`src/rtl/shift_pkg.sv`:
```
// Shared widths, per-stage record and stage shift-amount helper for the pipelined right shifter.
package shift_pkg;

  localparam int unsigned WIDTH   = 32;
  localparam int unsigned SHAMT_W = $clog2(WIDTH);

  typedef struct packed {
    logic               valid;
    logic [WIDTH-1:0]   data;
    logic [SHAMT_W-1:0] shamt;
    logic               fill;
  } stage_t;

  // Stage k handles the shamt bit worth 2^(SHAMT_W-1-k): 16, 8, 4, 2, 1.
  function automatic int unsigned stage_amt(input int unsigned k);
    return 32'd1 << (SHAMT_W - 1 - k);
  endfunction

endpackage

```
`src/rtl/shifter_right_stage.sv`:
```
// One pipeline stage: conditional right shift by a fixed power of two, plus the stage register
// and its local advance logic.
module shifter_right_stage
  import shift_pkg::*;
#(
  parameter int unsigned STAGE = 0
) (
  input  logic   clk,
  input  logic   rst,
  input  stage_t prev,
  input  logic   next_ready,
  output logic   ready,
  output stage_t cur
);

  localparam int unsigned AMT = stage_amt(STAGE);
  localparam int unsigned BIT = SHAMT_W - 1 - STAGE;
  localparam logic [WIDTH-1:0] FILL_MASK = ~({WIDTH{1'b1}} >> AMT);

  stage_t           q;
  logic [WIDTH-1:0] shifted;

  always_comb begin
    shifted = prev.data;
    if (prev.shamt[BIT]) begin
      shifted = (prev.data >> AMT) | (prev.fill ? FILL_MASK : '0);
    end
  end

  // Load when empty or when the current contents move on downstream.
  assign ready = !q.valid || next_ready;

  always_ff @(posedge clk) begin
    if (rst) begin
      q <= '0;
    end else if (ready) begin
      q.valid <= prev.valid;
      if (prev.valid) begin
        q.data  <= shifted;
        q.shamt <= prev.shamt;
        q.fill  <= prev.fill;
      end
    end
  end

  assign cur = q;

endmodule

```
`src/rtl/shifter_right_pipe.sv`:
```
// Five-stage pipelined 32-bit right shifter (SRL/SRA) with valid/ready on both ends.
module shifter_right_pipe
  import shift_pkg::*;
(
  input  logic               clk,
  input  logic               rst,
  input  logic               in_valid,
  output logic               in_ready,
  input  logic [WIDTH-1:0]   in_data,
  input  logic [SHAMT_W-1:0] in_shamt,
  input  logic               in_arith,
  output logic               out_valid,
  input  logic               out_ready,
  output logic [WIDTH-1:0]   out_data
);

  // st[0] is the input offer; st[k+1] is the register of stage k.
  stage_t st  [SHAMT_W+1];
  logic   rdy [SHAMT_W+1];

  assign st[0] = '{
    valid: in_valid,
    data:  in_data,
    shamt: in_shamt,
    fill:  in_arith & in_data[WIDTH-1]
  };

  assign rdy[SHAMT_W] = out_ready;

  for (genvar k = 0; k < SHAMT_W; k++) begin : g_stage
    shifter_right_stage #(
      .STAGE(k)
    ) u_stage (
      .clk       (clk),
      .rst       (rst),
      .prev      (st[k]),
      .next_ready(rdy[k+1]),
      .ready     (rdy[k]),
      .cur       (st[k+1])
    );
  end

  assign in_ready  = rdy[0];
  assign out_valid = st[SHAMT_W].valid;
  assign out_data  = st[SHAMT_W].data;

  logic unused_last;
  assign unused_last = ^{st[SHAMT_W].shamt, st[SHAMT_W].fill};

endmodule

```
`config.mk`:
```
export PLATFORM = sky130hd
export DESIGN_NAME = shifter_right_pipe
export DESIGN_NICKNAME = d
export VERILOG_FILES = /design/src/rtl/shift_pkg.sv /design/src/rtl/shifter_right_stage.sv /design/src/rtl/shifter_right_pipe.sv
export SDC_FILE = /design/constraint.sdc
export NUM_CORES = 1
export LEC_CHECK = 0
export BUFFER_PORTS_ARGS = -buffer_cell sky130_fd_sc_hd__buf_2
export CAP_MARGIN = 25
export CORE_MARGIN = 2
export CORE_UTILIZATION = 40
export CTS_CLUSTER_DIAMETER = 40
export DETAILED_ROUTE_END_ITERATION = 6
export PLACE_DENSITY = 0.54
export SKIP_LAST_GASP = 1
export SLEW_MARGIN = 20
export SYNTH_ARGS = -nofsm -noshare
export SYNTH_HDL_FRONTEND = slang
export SYNTH_HIERARCHICAL = 1
export SYNTH_SLANG_ARGS = --single-unit
```
`constraint.sdc`:
```
create_clock -name clk -period 4.18 [get_ports clk]
set_clock_uncertainty 0.15 [all_clocks]
set_input_delay 0.836 -clock clk [delete_from_list [all_inputs] [get_ports clk]]
set_output_delay 0.836 -clock clk [all_outputs]
set_load 0.03 [all_outputs]
```
# Word level (Yosys, flattened, before mapping)
# Index checks and enable logic that the tools add are counted.
dict set report totals {
  output_inout_bits 34
  regBits 179
  inputBits 42
  wordCells 49
}
dict set report op_classes {
  bitwise 6
  mux 10
  reduce_logical 15
}
# cell count
set op_table {}
lappend op_table {{two-way mux 32 bit} 10}
lappend op_table {{OR 16 x 32 -> 32 bit} 1}
lappend op_table {{OR 24 x 32 -> 32 bit} 1}
lappend op_table {{OR 28 x 32 -> 32 bit} 1}
lappend op_table {{OR 30 x 32 -> 32 bit} 1}
lappend op_table {{OR 31 x 32 -> 32 bit} 1}
lappend op_table {{AND reduction 2 bit} 5}
lappend op_table {{logical NOT 1 bit} 5}
lappend op_table {{logical OR 1 bit} 5}
lappend op_table {{bitwise AND 1 bit} 1}

# Depth between registers and ports, before layout
dict set report depth {
  ltp_word 7
  depth_mapped 17
  ltp_nobuf 7
}

# Cells and area by module
# Netlist, hierarchy kept.
# mod instances seq_area_each_um2 area_each_um2 cells_per_inst
set by_module_without_submodules {}
lappend by_module_without_submodules {{shifter_right_stage (g_stage[2].u_stage ...)} 3 780.7 1676.6 140}
lappend by_module_without_submodules {{shifter_right_stage (g_stage[1].u_stage)} 1 780.7 1651.6 142}
lappend by_module_without_submodules {{shifter_right_stage (g_stage[0].u_stage)} 1 780.7 1630.3 143}
lappend by_module_without_submodules {shifter_right_pipe 1 0.0 6.3 1}

# Worst setup path after synthesis
# OpenSTA, ideal clock, no wires.
dict set report synth_timing {
  kind {input to output}
  start {in out_ready}
  end {out in_ready}
  cell_stages 15
  arrival_ns 2.819
  path_buffers 10
  required_ns 3.194
  setup_slack_ns 0.375
  cell_sequence {nand2b_4 -> buf_6 -> buf_6 -> nand2b_4 -> buf_6 -> buf_6 -> nand2b_4 -> buf_6 -> buf_6 -> nand2b_4 -> buf_6 -> buf_6 -> nand2b_4 -> buf_6 -> buf_6}
}
# item line_no
set synth_rtl {}
lappend synth_rtl {{start: declaration} shifter_right_pipe.sv:13} ;# input logic out_ready,
lappend synth_rtl {{end: declaration} shifter_right_pipe.sv:8} ;# output logic in_ready,

==> results.json <==
{
  "status": "completed",
  "first_pass_iters": 4,
  "rsz0062_at_grt": "false",
  "critPathBufInv": 2,
  "timing.critical_path.required_ns": 3.19,
  "core_sq_mm": 0.0188,
  "min_period_ns": 3.29,
  "power.share.switching_pct": 21.7,
  "critPathTopFamily": "simple AND/OR/NAND/NOR gates",
  "fp.dieH_um": 143,
  "tritoncts.num_buffers": 17,
  "worst_setup_path_end_kind": "primary output",
  "setup.worst_path.class": "in2out",
  "place_ws_ns": 0.886,
  "nets": 708,
  "routed_via_density": 5.47,
  "drc_errors": 0,
  "cts-root-to-sink-buffers": 2,
  "crit_chain": "buf_2 -> nand2b_4 -> nand2b_4 -> nand2b_4 -> nand2b_4 -> nand2b_4 -> buf_2",
  "groute.layer.met1.usage_pct": 21.9,
  "last_weighted_congestion_value_of_the_routability_driven_placer": 0.773,
  "detailroute.via_count": 4994,
  "placed_cells_incl_taps": 881,
  "peakVddDrop_mv": 0.273,
  "clock-root-buffer": "clkbuf_16",
  "drive_gt1_share_pct": 21.5,
  "layout.cells.non_filler": 913,
  "cts.sink_count": 179,
  "finalWirelength_um": 16300,
  "synth_warnings": 6,
  "worstMarginPinSlew_ns": 0.959,
  "fin_setup_tns_ns": 0,
  "syn-cell-area_sq_mm": 0.00768,
  "highest_attainable_clock_frequency_mhz": 304,
  "timing.slew.headroom_pct": 36.1,
  "areaGrowthSynthToFinish_pct": 10.2,
  "max-cap-violations": 0,
  "power.leakage_nw": 2.76,
  "antenna_found_initial": 0,
  "syn_avg_cell_area_sq_um": 12.0,
  "clk_pwr_share_pct": 47.1,
  "synth.net_count": 684,
  "critPathLaunchType": "input port",
  "antenna_left": 0,
  "cp_common_cell": "nand2b_4",
  "met2_demand_to_capacity_share_in_global_routing_pct": 26.4,
  "setup_viol_count_final": 0,
  "worst_skew_pair.late_latency_ns": 0.43,
  "die_area_sq_mm": 0.0203,
  "cts_post_setup_buffers_inserted": 0,
  "combinationalPowerShare_pct": 4.8,
  "grt_remaining_overflow": 0,
  "largest_register_ff_count": 179,
  "synthCells": 642,
  "p_switching_mw": 0.798,
  "initial_core_util_pct": 40.9,
  "count_of_port_buffers_added_during_placement": 75,
  "finalHoldViolations": 0,
  "fp-row-count": 50,
  "tritoncts": "done",
  "final_total_power_mw": 3.68,
  "finalCritPeriodShare_pct": 78.7,
  "crit_slowest_cell": "nand2b_4",
  "grt_max_degree": 34,
  "grt_first_pass_wirelength_um": 26300,
  "post_cts_hold_buffer_count": 0,
  "clkTransAtPathRegs_ns": 0.07,
  "intPower_mw": 2.89,
  "drt-wirelength-per-cell_um": 17.9,
  "timing.hold.ws_ns": 0.310,
  "cpPeakStageDelay_ns": 0.27,
  "worstPathArrival_ns": 2.30,
  "die_x_um": 143,
  "p_seq_share_pct": 48.2,
  "number_of_slew_limit_violations_in_the_final_report": 0,
  "io_pins": 76,
  "setup_ws_ns": 0.890,
  "critPathMaxFanout": 14,
  "detailedRoute.firstIterationViolations": 266,
  "diodes": 0,
  "gr-usage-met3_pct": 3.84,
  "first_global_vias": 5076,
  "htree_levels": 4,
  "hold_path.class": "reg2reg",
  "groute.usage.overall_pct": 16.3,
  "power_per_cell_area_mw_per_mm2": 436,
  "busiest_layer": "met2",
  "cts.repair.resized": 0,
  "place.detailed.hpwl_um": 11600
}
==> cells in the final DEF (no fill, tap or decap) <==
| cell type | instances |
|---|---|
| dfxtp_1 | 176 |
| clkbuf_16 | 17 |
| a21bo_2 | 11 |
| clkbuf_8 | 1 |
| nand3_1 | 14 |
| bufinv_16 | 5 |
| a21oi_4 | 5 |
| clkinvlp_4 | 3 |
| dfxtp_2 | 3 |
| buf_2 | 75 |
| clkinv_4 | 1 |
| o2bb2ai_2 | 10 |
| o2bb2ai_1 | 150 |
| buf_4 | 1 |
| clkinv_2 | 3 |
| and2_1 | 3 |
| a21bo_1 | 3 |
| clkbuf_1 | 1 |
| nand2b_4 | 5 |
| mux2i_1 | 136 |
| inv_6 | 1 |
| inv_1 | 7 |
| a21oi_1 | 43 |
| nand3b_4 | 5 |
==> worst register-to-register path, stage by stage, from the launching register on <==
cell and delay [ns]:
dfxtp_1 0.37, nand2b_4 0.10, nand2b_4 0.20, nand2b_4 0.24
nand2b_4 0.26, nand2b_4 0.28, a21oi_4 0.76, o2bb2ai_1 0.21
==> area by class of cell <==
class                           count  area, sq um
Multi-Input combinational cell    385         3520
Inverter                            7         26.3
Timing Repair Buffer               76          383
Fill cell                        1800        10300
Sequential cell                   179         3590
Tap cell                          234          293
Clock buffer                       19          443
Clock inverter                     13          205
==> final timing paths <==
path / startpoint / end / slack, ns / cells past startpoint
worst min register to register: g_stage[4].u_stage/cur[24] / g_stage[4].u_stage/cur[24] / 0.31 / 1
worst max-delay path: out_ready / in_ready / 0.89 / 7
worst min-delay path: g_stage[4].u_stage/cur[24] / g_stage[4].u_stage/cur[24] / 0.31 / 1
worst max register to register: g_stage[4].u_stage/cur[38] / g_stage[0].u_stage/cur[23] / 1.54 / 7
==> power groups by stage <==
stage	clock, mW	combinational (mW)	sequential [mW]
floorplan	0	0.154	1.80
global placement	0	0.171	1.81
detailed placement	0	0.175	1.81
CTS	1.77	0.176	1.77
global route	1.84	0.192	1.78
finish	1.73	0.175	1.77
==> metal layers <==
| layer | part of all wire, % | wire length, um |
|---|---|---|
| met1 | 49 | 7920 |
| met2 | 48 | 7850 |
| met3 | 2.4 | 388 |
| met4 | 0.95 | 155 |
| met5 | 0 | 0 |
==> metrics by stage <==
step                      cell area (sq um)  utilization [%]
final                                  8460             45.1
after global routing                   8460             45.1
after CTS                              8460             45.1
after floorplan                        7680                -
after global placement                 7810             41.6
after detailed placement               7810             41.6
Power figures use the tool's default switching activity.
